$ cat config.mk
export PLATFORM = sky130hd
export DESIGN_NAME = sprite_fetch
export DESIGN_NICKNAME = d
export VERILOG_FILES = /design/src/rtl/sprite_pkg.sv /design/src/rtl/sprite_pipe_delay.sv /design/src/rtl/sprite_fetch.sv
export SDC_FILE = /design/constraint.sdc
export NUM_CORES = 1
export LEC_CHECK = 0
export BUFFER_PORTS_ARGS = -buffer_cell sky130_fd_sc_hd__buf_2
export CORE_UTILIZATION = 51
export CTS_CLUSTER_DIAMETER = 200
export DETAILED_ROUTE_END_ITERATION = 8
export HOLD_SLACK_MARGIN = 0.12
export MAX_ROUTING_LAYER = met4
export PLACE_DENSITY = 0.77
export SYNTH_ARGS = -nofsm -noshare
export SYNTH_HDL_FRONTEND = slang
export SYNTH_SLANG_ARGS = --single-unit
export TNS_END_PERCENT = 10
$ cat constraint.sdc
create_clock -name clk -period 3.6 [get_ports clk]
set_input_delay 0.54 -clock clk [delete_from_list [all_inputs] [get_ports clk]]
set_output_delay 0.54 -clock clk [all_outputs]
set_load 0.005 [all_outputs]
$ cat src/rtl/sprite_pkg.sv
// Shared sprite constants and types: RGB word, screen size, colour key and per-image sprite sizes.
package sprite_pkg;

  localparam int RGB_W    = 12;
  typedef logic [RGB_W-1:0] rgb_t;

  localparam int SCREEN_W = 640;
  localparam int SCREEN_H = 480;

  localparam rgb_t KEY_COLOR_DEF = 12'h0F0;

  localparam int HOLE_W   = 200;
  localparam int HOLE_H   = 150;
  localparam int MOLE_W   = 160;
  localparam int MOLE_H   = 120;
  localparam int HAMMER_W = 96;
  localparam int HAMMER_H = 96;

  typedef enum logic {
    ST_IDLE = 1'b0,
    ST_RUN  = 1'b1
  } fetch_state_e;

endpackage

$ cat src/rtl/sprite_pipe_delay.sv
// N-stage shift register that keeps side-band pixel data aligned with the ROM read latency.
module sprite_pipe_delay #(
  parameter int W = 1,
  parameter int N = 2
) (
  input  logic         clk,
  input  logic         rst_n,
  input  logic [W-1:0] d_i,
  output logic [W-1:0] q_o
);

  logic [W-1:0] stage_q [N];
  logic [W-1:0] stage_d [N];

  // Next value of each stage: input feeds stage 0, every other stage takes its predecessor
  always_comb begin
    stage_d[0] = d_i;
    for (int i = 1; i < N; i++) begin
      stage_d[i] = stage_q[i-1];
    end
  end

  // Stage registers
  always_ff @(posedge clk or negedge rst_n) begin
    if (!rst_n) begin
      for (int i = 0; i < N; i++) begin
        stage_q[i] <= {W{1'b0}};
      end
    end else begin
      for (int i = 0; i < N; i++) begin
        stage_q[i] <= stage_d[i];
      end
    end
  end

  assign q_o = stage_q[N-1];

endmodule

$ cat src/rtl/sprite_fetch.sv
// Sprite ROM address generation, colour-key transparency and pixel output with a fixed 3-cycle latency.
// Optional horizontal flip enabled by defining SPRITE_FETCH_MIRROR_EN (adds the mirror input).
module sprite_fetch
  import sprite_pkg::*;
#(
  parameter int unsigned       SPR_W     = HOLE_W,
  parameter int unsigned       SPR_H     = HOLE_H,
  parameter int unsigned       ADDR_W    = 15,
  parameter int unsigned       DATA_W    = 12,
  parameter logic [DATA_W-1:0] KEY_COLOR = KEY_COLOR_DEF
) (
  input  logic              clk,
  input  logic              rst_n,
  input  logic              frame_start,
  input  logic              de,
  input  logic [9:0]        pix_x,
  input  logic [9:0]        pix_y,
  input  logic [9:0]        org_x,
  input  logic [9:0]        org_y,
  input  logic [RGB_W-1:0]  bg_rgb,
`ifdef SPRITE_FETCH_MIRROR_EN
  input  logic              mirror,
`endif
  output logic [ADDR_W-1:0] rom_addr,
  input  logic [DATA_W-1:0] rom_data,
  output logic [RGB_W-1:0]  rgb_out,
  output logic              rgb_valid,
  output logic              hit_out
);

  localparam logic [9:0]        SPR_W_L  = 10'(SPR_W);
  localparam logic [9:0]        SPR_H_L  = 10'(SPR_H);
  localparam logic [7:0]        COL_LAST = 8'(SPR_W - 1);
  localparam logic [ADDR_W-1:0] ROW_STEP = ADDR_W'(SPR_W);
  localparam logic [ADDR_W-1:0] ROW_MAX  = ADDR_W'((SPR_H - 1) * SPR_W);

  fetch_state_e      state_q, state_d;
  logic [9:0]        sx_q, sx_d, sy_q, sy_d;
  logic [ADDR_W-1:0] row_base_q, row_base_d;
  logic              line_hit_q, line_hit_d, line_adv_q, line_adv_d;
  logic [ADDR_W-1:0] rom_addr_q, rom_addr_d;
  logic [RGB_W-1:0]  rgb_out_q, rgb_out_d;
  logic              hit_out_q, hit_out_d, rgb_valid_q, rgb_valid_d;

  logic [9:0]        dx, dy;
  logic [7:0]        col, col_addr;
  logic              run_eff, hit0, line_hit_eff, line_adv_eff, opaque;
  logic [ADDR_W-1:0] base_eff;
  logic              dly_hit, dly_de;
  logic [RGB_W-1:0]  dly_bg;

  function automatic logic [ADDR_W-1:0] next_row(input logic [ADDR_W-1:0] base);
    if (base >= ROW_MAX) begin
      return base;
    end else begin
      return base + ROW_STEP;
    end
  endfunction

  // Frame FSM: runs from the first frame_start until reset
  always_comb begin
    state_d = state_q;
    case (state_q)
      ST_IDLE: begin
        if (frame_start) state_d = ST_RUN;
        else             state_d = ST_IDLE;
      end
      ST_RUN:  state_d = ST_RUN;
      default: state_d = ST_IDLE;
    endcase
  end

  // Stage 0: a frame_start pixel already sees the new origin, row_base 0 and fresh line flags
  always_comb begin
    sx_d = sx_q;
    sy_d = sy_q;
    if (frame_start) begin
      sx_d = org_x;
      sy_d = org_y;
    end else begin
      sx_d = sx_q;
      sy_d = sy_q;
    end
    run_eff      = (state_q == ST_RUN) | frame_start;
    base_eff     = frame_start ? {ADDR_W{1'b0}} : row_base_q;
    line_hit_eff = frame_start ? 1'b0 : line_hit_q;
    line_adv_eff = frame_start ? 1'b0 : line_adv_q;
    dx   = pix_x - sx_d;
    dy   = pix_y - sy_d;
    col  = dx[7:0];
    hit0 = run_eff & de & (dx < SPR_W_L) & (dy < SPR_H_L);
  end

`ifdef SPRITE_FETCH_MIRROR_EN
  logic mirror_q, mirror_d;

  // Mirror flag is shadowed per frame like the origin
  always_comb begin
    if (frame_start) mirror_d = mirror;
    else             mirror_d = mirror_q;
  end

  // Mirror shadow register
  always_ff @(posedge clk or negedge rst_n) begin
    if (!rst_n) mirror_q <= 1'b0;
    else        mirror_q <= mirror_d;
  end

  assign col_addr = mirror_d ? (COL_LAST - col) : col;
`else
  assign col_addr = col;
`endif

  // Row accumulator: step on the last column, or at line end if the box was clipped on the right
  always_comb begin
    row_base_d = base_eff;
    line_hit_d = line_hit_eff;
    line_adv_d = line_adv_eff;
    rom_addr_d = rom_addr_q;
    if (hit0) begin
      rom_addr_d = base_eff + ADDR_W'(col_addr);
      line_hit_d = 1'b1;
      if (col == COL_LAST) begin
        row_base_d = next_row(base_eff);
        line_adv_d = 1'b1;
      end else begin
        row_base_d = base_eff;
      end
    end else if (!de) begin
      if (line_hit_eff && !line_adv_eff) row_base_d = next_row(base_eff);
      else                               row_base_d = base_eff;
      line_hit_d = 1'b0;
      line_adv_d = 1'b0;
    end else begin
      rom_addr_d = rom_addr_q;
    end
  end

  sprite_pipe_delay #(
    .W (RGB_W + 2),
    .N (2)
  ) u_align (
    .clk   (clk),
    .rst_n (rst_n),
    .d_i   ({hit0, de, bg_rgb}),
    .q_o   ({dly_hit, dly_de, dly_bg})
  );

  // Output pixel: opaque texel, else background, blanked outside display enable
  always_comb begin
    opaque      = dly_hit & (rom_data != KEY_COLOR);
    hit_out_d   = opaque;
    rgb_valid_d = dly_de;
    if (!dly_de)     rgb_out_d = {RGB_W{1'b0}};
    else if (opaque) rgb_out_d = RGB_W'(rom_data);
    else             rgb_out_d = dly_bg;
  end

  // State, shadow and output registers
  always_ff @(posedge clk or negedge rst_n) begin
    if (!rst_n) begin
      state_q     <= ST_IDLE;
      sx_q        <= 10'd0;
      sy_q        <= 10'd0;
      row_base_q  <= {ADDR_W{1'b0}};
      line_hit_q  <= 1'b0;
      line_adv_q  <= 1'b0;
      rom_addr_q  <= {ADDR_W{1'b0}};
      rgb_out_q   <= {RGB_W{1'b0}};
      hit_out_q   <= 1'b0;
      rgb_valid_q <= 1'b0;
    end else begin
      state_q     <= state_d;
      sx_q        <= sx_d;
      sy_q        <= sy_d;
      row_base_q  <= row_base_d;
      line_hit_q  <= line_hit_d;
      line_adv_q  <= line_adv_d;
      rom_addr_q  <= rom_addr_d;
      rgb_out_q   <= rgb_out_d;
      hit_out_q   <= hit_out_d;
      rgb_valid_q <= rgb_valid_d;
    end
  end

  assign rom_addr  = rom_addr_q;
  assign rgb_out   = rgb_out_q;
  assign hit_out   = hit_out_q;
  assign rgb_valid = rgb_valid_q;

endmodule

==> results of run 1 <==
final timing paths:
check                                    from                 end  depth (start not counted)  slack [ps]
setup / recovery                  frame_start        rom_addr[14]                         14         120
hold / removal                          rst_n          rgb_out[4]                          1         260
setup reg to reg                      sx_q[0]        rom_addr[14]                         14         130
hold reg to reg            u_align.stage_d[2]      u_align.q_o[2]                          0         360
max in group asynchronous               rst_n         rom_addr[7]                          2        2460
min in group clk                    bg_rgb[4]  u_align.stage_d[4]                          1         260
flip-flops by register name (all words and copies together) (netlist names):
| name | cells |
|---|---|
| hit_out | 1 |
| line_adv_q | 1 |
| line_hit_q | 1 |
| rgb_out | 12 |
| rgb_valid | 1 |
| rom_addr | 15 |
| row_base_q | 15 |
| state_q | 1 |
| sx_q | 10 |
| sy_q | 10 |
| u_align.q_o | 14 |
| u_align.stage_d | 14 |
report_power, final:
group	internal [uW]	total, uW	switching (uW)
registers	1160	1200	39.5
clock network	278	712	434
logic	435	835	400
metal layers:
metal | wire length (um) | vias to the layer above | part of all wire [%]
met5 | 0 | - | 0
met3 | 572 | 14 | 5.1
met4 | 170 | 0 | 1.5
li1 | - | 2045 | -
met1 | 5081 | 1998 | 45
met2 | 5380 | 146 | 48
worst reg2reg max path: stages (launching register included):
cell and delay [ps]:
dfrtp_1 390, mux2_4 290, ha_4 160, inv_2 50, fa_2 230, a211oi_4 80, buf_4 140, o2111a_1 240
a311o_1 400, ha_4 250, nor2b_1 130, o31a_1 330, o2111a_1 260, xor2_1 140, mux2_2 270
cells in the mapped netlist, types with 7 or more instances:
| cell type | count |
|---|---|
| inv_1 | 37 |
| nand3_1 | 12 |
| dfrtp_1 | 95 |
| mux2i_1 | 20 |
| nor2_1 | 15 |
| nand2_1 | 38 |
| ha_1 | 27 |
| a211oi_1 | 7 |
| a21boi_0 | 13 |
| a21oi_1 | 19 |
| xor2_1 | 14 |
| o21ai_0 | 11 |
| mux2_4 | 8 |
| nor3_1 | 13 |
| nor2b_1 | 14 |
| xnor2_1 | 15 |
| nand2b_1 | 7 |
| mux2_2 | 9 |
through the flow:
| step | utilization, % | total power [uW] | cell area, um2 | worst slack (ps) | std cells |
|---|---|---|---|---|---|
| 6_report | 67.18 | 2748 | 6658 | 116.8 | 783 |
| 5_1_grt | 67.18 | 2909 | 6658 | -34.02 | 783 |
| 4_1_cts | 66.64 | 2762 | 6604 | 108.8 | 782 |
| 3_5_place_dp | 64.57 | 2041 | 6399 | -282.0 | 766 |
| 3_3_place_gp | 64.57 | 2016 | 6399 | -225.3 | 766 |
| 2_1_floorplan | - | 1711 | 5386 | -353.8 | 487 |
cell type report:
type                       count  share of cell area [%]
timing repair buffer         162                   14.94
multi-input combinational    340                   41.68
sequential                    95                   35.71
clock buffer                   9                   1.861
inverter                      37                   2.086
clock inverter                 7                   1.222
tap                          133                   2.500
timing repair:
item                                    4_1_cts  5_1_grt
resized for setup                             0        7
endpoints found under the setup margin        0        8
buffers inserted                              0        1
hold buffers                                  0        0
hold endpoints to repair                      0        0
cell families (layout without fill, tap and decap cells):
family / after synthesis / count (layout) / synth area share (%)
simple gates: 138 / 138 / 14.75
compound gates: 104 / 104 / 14.79
flops: 95 / 95 / 44.90
buf+inv: 52 / 215 / 4.560
mux: 38 / 38 / 8.389
fa+ha+maj: 30 / 30 / 7.514
xor+xnor: 30 / 30 / 5.104
==> impl_metrics.csv, run 1 <==
group,metric,value,unit
yosys,syn_nets,585,
yosys,yosysUniqueCellTypes,78,
sta,skew,12.65,ps
yosys,netlist_instances,487,
die,fp-row-count,36,
setup_path,cpPeakStageDelay,400,ps
cts,ctsRootBufferMaster,"clkbuf_8",
power_and_ir_drop,ir_worst_vdd,205.4,uV
sta,finalMaxSlewViolations,0,
global_route,gr-total-overflow,0,
yosys,synth_top_cell_by_area,"dfrtp_1",
die,initial_core_util,53.43,%
layout,multiInputGateArea,2775,um2
global_route,grt.busiest_layer,"met2",
setup_path,cp.arrival,3740,ps
routing,dr.pass1.iters,4,
yosys,yosysWarnings,0,
layout,final_cell_mix,"dfrtp_1, buf_2, buf_4",
outcome,status,"complete, no violations",
layout,fin_nets,743,
sta,period_share,96.76,%
layout,syn_to_final_growth,25.73,%
routing,drt-total-wl,11200,um
yosys,synth-seq-area-share,44.90,%
cts,clockBufferDepth,2,
sta,rsz0062_at_grt,"true",
setup_path,cp.required,3860,ps
layout,fillers,783,
layout,final_layout_size_suffix_gt1_share,36.15,%
cts,cts_tree,"done",
global_route,grt_use_met1,28.38,%
routing,drt-initial-drc-count,166,
routing,vias,4203,
sta,relSlewSlack,41.13,%
die,die_y,103.9,um
setup_path,crit_path_frequent_cell,"o2111a_1",
routing,drc,0,
global_route,met2_usage,36.81,%
cts,cts.sinks,95,
yosys,async_flop_share,100.0,%
cts,clock_latency,380,ps
setup_path,cp_num_buf_inv,3,
setup_path,critical_path_class,"in -> reg",
sta,tightest_slew,883.1,ps
yosys,yosys_register_bits,95,
global_route,grt_start_max_net_pins,74,
setup_path,critPathLaunchType,"primary input",
die,ios,97,
run,cap_viol_max_count,0,
yosys,syn-cell-area,5295,um2
setup_path,cp_top_family,"compound AO/OA/AOI/OAI gates",
global_route,antenna_found_initial,0,
min_path,min_path_type,"in -> async",
sta,tns,0,ps
setup_path,critPathCaptureType,"flip-flop",
sta,setup_viol,0,
yosys,synth_top_area_share,44.90,%
placement,gp_congestion,0.9039,
cts,htreeDepth,3,
yosys,synth_edf_count,0,
setup_path,crit_fanout,6,
yosys,yosys_most_used_dff,"dfrtp_1",
global_route,grt_pass1_wl,18950,um
routing,via_per_inst,5.368,
power_and_ir_drop,leakage,0.003375,uW
routing,ant_nets,0,
die,dieWidth,103.9,um
global_route,grt_usage,22.59,%
routing,wire_per_inst,14.31,um
layout,antenna_cells,0,
sta,fin_crit,3483,ps
sta,timing.hold.ws,257.6,ps
yosys,postSynthAreaPerCell,10.87,um2
setup_path,worst_path_max_delay_cell,"a311o_1",
layout,seqCellArea,2377,um2
setup_path,crit_path_cell_trace,"buf_2 -> buf_6 -> mux2i_2 -> fa_2 -> a211oi_4 -> buf_4 -> o2111a_1 -> a311o_1 -> ha_4 -> nor2b_1 -> o31a_1 -> o2111a_1 -> xor2_1 -> mux2_2",
placement,portBuffers,96,
sta,fmax,0.2871,GHz
global_route,grt_pass1_vias,4088,
cts,cts_made_buffers,9,
die,die-area,10790,um2
die,core,9910,um2
power_and_ir_drop,cellPowerDensity,412.8,nW/um2
sta,hold_viol,0,
cts,clk_pin_slew,100,ps
global_route,grt_use_met3,3.885,%
yosys,ys_top_cells_by_area,"dfrtp_1, ha_1, mux2i_1, nand2_1, inv_1",
placement,dpl.hpwl,8558,um
Note: power is estimated with default switching activity, not from simulation.
==> inputs of run 2 (changes only) <==
Settings changed: CORE_UTILIZATION 51 to 44, PLACE_DENSITY 0.77 to 0.68.
==> run 2 against run 1 <==
Net effect:
- the flow now finishes with violations (design-rule violations)
- global-route usage fell by 1.8 points
- critical path depth rose by 3
- total power rose by 7.7%
- clock-buffer cell count did not move
- routed wire length rose by 5.1%
- core utilization fell by 8.8 points
- register-to-register slack got worse by 30 ps
- critical path type unchanged
==> impl_metrics.csv, run 2 (synthesis results as in run 1) <==
group,metric,value,unit
cts,htreeDepth,3,
setup_path,critPathLaunchType,"primary input",
global_route,grt_use_met1,26.50,%
placement,portBuffers,96,
min_path,min_path_type,"in -> reg",
setup_path,critPathCaptureType,"flip-flop",
global_route,met2_usage,33.17,%
global_route,antenna_found_initial,0,
layout,layout_commonest_cell,"dfrtp_1",
power_and_ir_drop,leakage,0.003400,uW
setup_path,crit_fanout,4,
placement,dpl.cell_count,773,
layout,instances_no_fill,790,
placement,gp_congestion,0.8650,
global_route,grt_pass1_vias,4309,
sta,rsz0062_at_grt,"true",
setup_path,critical_path_class,"in -> reg",
global_route,grt_usage,20.78,%
cts,clock_latency,360,ps
routing,drt-initial-drc-count,177,
die,core,11560,um2
cts,clk_pin_slew,70,ps
sta,period_share,97.95,%
die,ios,97,
sta,skew,6.818,ps
routing,dr.pass1.iters,7,
die,dieWidth,111.7,um
cts,clockBufferDepth,2,
setup_path,cp.required,3840,ps
cts,cts_tree,"done",
die,fp-row-count,39,
global_route,grt.busiest_layer,"met2",
sta,fin_crit,3526,ps
sta,finalMaxSlewViolations,0,
routing,vias,4154,
sta,hold_viol,0,
sta,tns,0,ps
routing,via_per_inst,5.258,
cts,cts.sinks,95,
routing,drt-total-wl,11780,um
global_route,gr-total-overflow,0,
power_and_ir_drop,cellPowerDensity,438.3,nW/um2
layout,final_layout_size_suffix_gt1_share,36.17,%
global_route,grt_start_max_net_pins,77,
routing,wire_per_inst,14.91,um
sta,tightest_slew,935.5,ps
layout,final_cell_mix,"dfrtp_1, buf_2, buf_4",
routing,drc,7,
die,initial_core_util,45.79,%
global_route,grt_use_met3,3.103,%
outcome,status,"finished, violations left",
cts,cts_made_buffers,9,
global_route,grt_pass1_wl,20070,um
layout,antenna_cells,0,
routing,ant_nets,0,
placement,placed_cell_area,6389,um2
cts,ctsRootBufferMaster,"clkbuf_16",
run,cap_viol_max_count,0,
power_and_ir_drop,ir_worst_vdd,188.7,uV
layout,finalInstanceArea,6751,um2
placement,dpl.hpwl,8933,um
layout,syn_to_final_growth,27.50,%
layout,fin_nets,741,
outcome,violations,"design-rule violations",
layout,fillers,962,
sta,fmax,0.2836,GHz
sta,relSlewSlack,37.63,%
die,die_y,111.7,um
setup_path,cp.arrival,3770,ps
cts,cts-hold-fix-buffers,0,
sta,setup_viol,0,
die,die-area,12480,um2
run 2: cell types whose count changed in the layout (fill, tap and decap cells not counted), moves of 2 or more:
| cell | change |
|---|---|
| clkbuf_16 | +9 |
| inv_8 | -2 |
| buf_4 | -2 |
| clkbuf_8 | -9 |
run 2: final cells by class:
cell class	count	area (um2)	share of cell area, %
multi-input cells	340	2785	41.25
flip-flops and latches	95	2377	35.21
repair buffers	160	989.7	14.66
clock buffers	9	225.2	3.336
well taps	143	178.9	2.650
inverters	37	138.9	2.057
clock inverters	6	56.30	0.8340
run 2: where the power goes:
part	switching (uW)	internal (uW)	total [uW]	leakage (uW)
logic	406	438	844	0.00207
registers	41.7	1160	1200	0.00119
clock network	435	476	911	0.000139
total	883	2080	2960	0.00340
run 2: worst paths after layout:
| check | start | endpoint | slack (ps) | cells past startpoint |
|---|---|---|---|---|
| worst max-delay path | frame_start | rom_addr[13] | 70 | 17 |
| worst min-delay path | bg_rgb[10] | u_align.stage_d[10] | 290 | 1 |
| worst max register to register | sx_q[0] | rom_addr[13] | 100 | 16 |
| worst min register to register | u_align.stage_d[2] | u_align.q_o[2] | 350 | 0 |
| max in group asynchronous | rst_n | rom_addr[1] | 2420 | 2 |
| min in group asynchronous | rst_n | rgb_out[6] | 320 | 1 |
run 2: critical path, stage by stage:
cell	delay (ps)
buf_8	110
mux2_4	220
ha_4	140
inv_2	40
fa_2	360
a211oi_4	260
nor2_1	90
xor2_1	180
ha_1	360
nand3_2	80
o211a_1	250
a32o_2	230
a211oi_2	280
a21boi_2	140
nor2_1	150
xnor2_1	90
mux2_4	250
run 2: metrics by stage:
stage               worst slack [ps]  hold slack [ps]  utilization [%]  power [uW]
CTS                            27.70            276.1            57.68        2968
detailed placement            -328.6            335.8            55.24        2042
floorplan                     -353.8            244.4                -        1711
finish                         73.87            286.5            58.38        2959
global route                  -26.86            278.8            58.38        3119
global placement              -227.3            331.4            55.24        2014
run 2: timing repair:
action | 4_1_cts | 5_1_grt
setup endpoints to repair | 0 | 21
setup buffers | 0 | 2
gates resized for setup | 0 | 15
run 2: layer usage:
metal,up-vias,routed length (um)
met2,98,5607
met4,0,244
met1,1996,5483
li1,2043,-
met5,-,0
met3,17,440
==> inputs of run 3 (changes only) <==
Clock period 3.6 ns to 2.9 ns, I/O delays scaled along.
==> run 3 against run 2 <==
Net effect:
- the flow finishes with violations (design-rule violations, negative setup slack)
- non-clock buffer count grew 36
- sequential power increased by 24%
- clock skew about the same
- clock-buffer cell count is 1 higher
- routed wire length rose by 3.0%
- via count increased by 2.7%
- critical endpoint is now rom_addr[14]
- highest routed layer unchanged
==> impl_metrics.csv, run 3 (synthesis results as in run 1) <==
group,metric,value,unit
outcome,status,"finished, violations left",
outcome,violations,"design-rule violations, negative setup slack",
layout,syn_to_final_growth,35.44,%
global_route,grt_start_max_net_pins,96,
sta,fin_ws,-512.0,ps
setup_path,cp.required,3140,ps
sta,skew,7.234,ps
routing,dr.pass1.iters,6,
layout,post-route-util,62.01,%
power_and_ir_drop,p_seq_share,38.4,%
sta,tightest_slew,650.6,ps
global_route,antenna_found_initial,0,
cts,clock_latency,350,ps
layout,multiInputGateArea,2892,um2
layout,seqCellArea,2377,um2
routing,drc,7,
layout,final_layout_size_suffix_gt1_share,40.79,%
setup_path,worst_path_max_delay_cell,"dfrtp_1",
die,fp-row-count,39,
routing,drt-total-wl,12130,um
sta,period_share,117.7,%
power_and_ir_drop,ir_worst_vdd,325.8,uV
routing,wl_met3,445,um
die,initial_core_util,45.79,%
power_and_ir_drop,combPwrFrac,30.0,%
cts,clockBufferDepth,2,
run,cap_viol_max_count,0,
die,core,11560,um2
routing,wl_met2,5827,um
global_route,grt_pass1_wl,20540,um
die,dieWidth,111.7,um
power_and_ir_drop,netSwitchingFraction,29.18,%
setup_path,cp.arrival,3650,ps
placement,gp_congestion,0.8398,
layout,final_cell_mix,"dfrtp_1, buf_4, buf_2",
setup_path,crit_fanout,4,
cts,cts_tree,"done",
global_route,grt_pass1_vias,4399,
power_and_ir_drop,internal_power,2758,uW
setup_path,cp_top_family,"compound AO/OA/AOI/OAI gates",
sta,rsz0062_at_grt,"true",
global_route,grt_usage,21.25,%
routing,ant_nets,0,
routing,dr.max_layer_used,"met4",
placement,dpl.hpwl,9024,um
layout,fillers,944,
setup_path,crit_path_cell_trace,"mux2_4 -> ha_4 -> inv_2 -> fa_2 -> a211oi_4 -> buf_4 -> o2111a_1 -> a311o_1 -> ha_4 -> nand4b_1 -> mux2i_1 -> o31a_1 -> o2111a_1 -> xor2_1 -> mux2_2",
min_path,min_path_type,"in -> async",
routing,vias,4266,
cts,clk_pin_slew,70,ps
cts,ctsRootBufferMaster,"clkbuf_16",
layout,antenna_cells,0,
layout,fin_nets,777,
cts,cts_made_buffers,9,
routing,drt-initial-drc-count,148,
routing,wl_met1,5626,um
setup_path,critPathLaunchType,"flip-flop",
global_route,gr-total-overflow,0,
placement,portBuffers,96,
setup_path,critPathCaptureType,"flip-flop",
sta,fin_crit,3412,ps
die,die_y,111.7,um
cts,htreeDepth,3,
sta,fmax,0.2931,GHz
routing,via_per_inst,5.158,
setup_path,critical_path_class,"reg -> reg",
die,die-area,12480,um2
sta,tns,-7598,ps
power_and_ir_drop,leakage,0.003623,uW
cts,cts.sinks,95,
power_and_ir_drop,cellPowerDensity,543.0,nW/um2
routing,wire_per_inst,14.67,um
power_and_ir_drop,switchingPower,1136,uW
sta,finalMaxSlewViolations,0,
die,ios,97,
sta,hold_viol,0,
setup_path,cp_num_buf_inv,2,
setup_path,cpPeakStageDelay,380,ps
power_and_ir_drop,clkPwrFrac,31.6,%
sta,setup_viol,29,
sta,relSlewSlack,56.29,%
## run 3: per-stage QoR
step | cell area, um2 | setup slack (ps) | total power [uW] | hold slack [ps] | std cells
floorplan | 5386 | -948.8 | 2124 | 139.4 | 487
global placement | 6671 | -810.2 | 2561 | 333.8 | 809
detailed placement | 6671 | -903.6 | 2590 | 334.7 | 809
CTS | 7113 | -515.7 | 3896 | 160.2 | 827
global route | 7172 | -636.9 | 4095 | 168.4 | 827
finish | 7172 | -512.0 | 3895 | 119.3 | 827
## run 3: path summary, 6_finish.rpt
path / startpoint / endpoint / slack, ps / depth (start not counted)
worst min-delay path: rst_n / hit_out / 120 / 2
min in group clk: bg_rgb[11] / u_align.stage_d[11] / 190 / 1
worst max-delay path: sx_q[0] / rom_addr[14] / -510 / 15
worst min register to register: u_align.stage_d[0] / u_align.q_o[0] / 350 / 0
max in group asynchronous: rst_n / rom_addr[0] / 2370 / 2
worst max register to register: sx_q[0] / rom_addr[14] / -510 / 15
## run 3: final cells by class
cell class / count / share of cell area, %
multi-input cells: 340 / 40.32
inverters: 37 / 1.936
repair buffers: 196 / 17.85
flip-flops and latches: 95 / 33.15
clock inverters: 6 / 1.064
clock buffers: 10 / 3.193
well taps: 143 / 2.495
## run 3: repair_timing
item | CTS | global route
gates resized for setup | 26 | 9
pin swaps | 18 | 9
setup buffers | 2 | 0
setup endpoints to repair | 30 | 30
hold buffers | 0 | 0
## run 3: per-layer routing
metal,vias up,GRT usage (%)
met5,-,-
met4,0,8.288
met3,18,3.430
met2,101,34.66
met1,2031,26.47
li1,2116,-
## run 3: power groups by stage
stage	Combinational [uW]	Clock [uW]	Sequential, uW
after detailed placement	1070	0	1520
final	1170	1230	1490
after CTS	1140	1260	1500
after floorplan	607	0	1520
after global placement	1050	0	1510
after global routing	1280	1310	1510
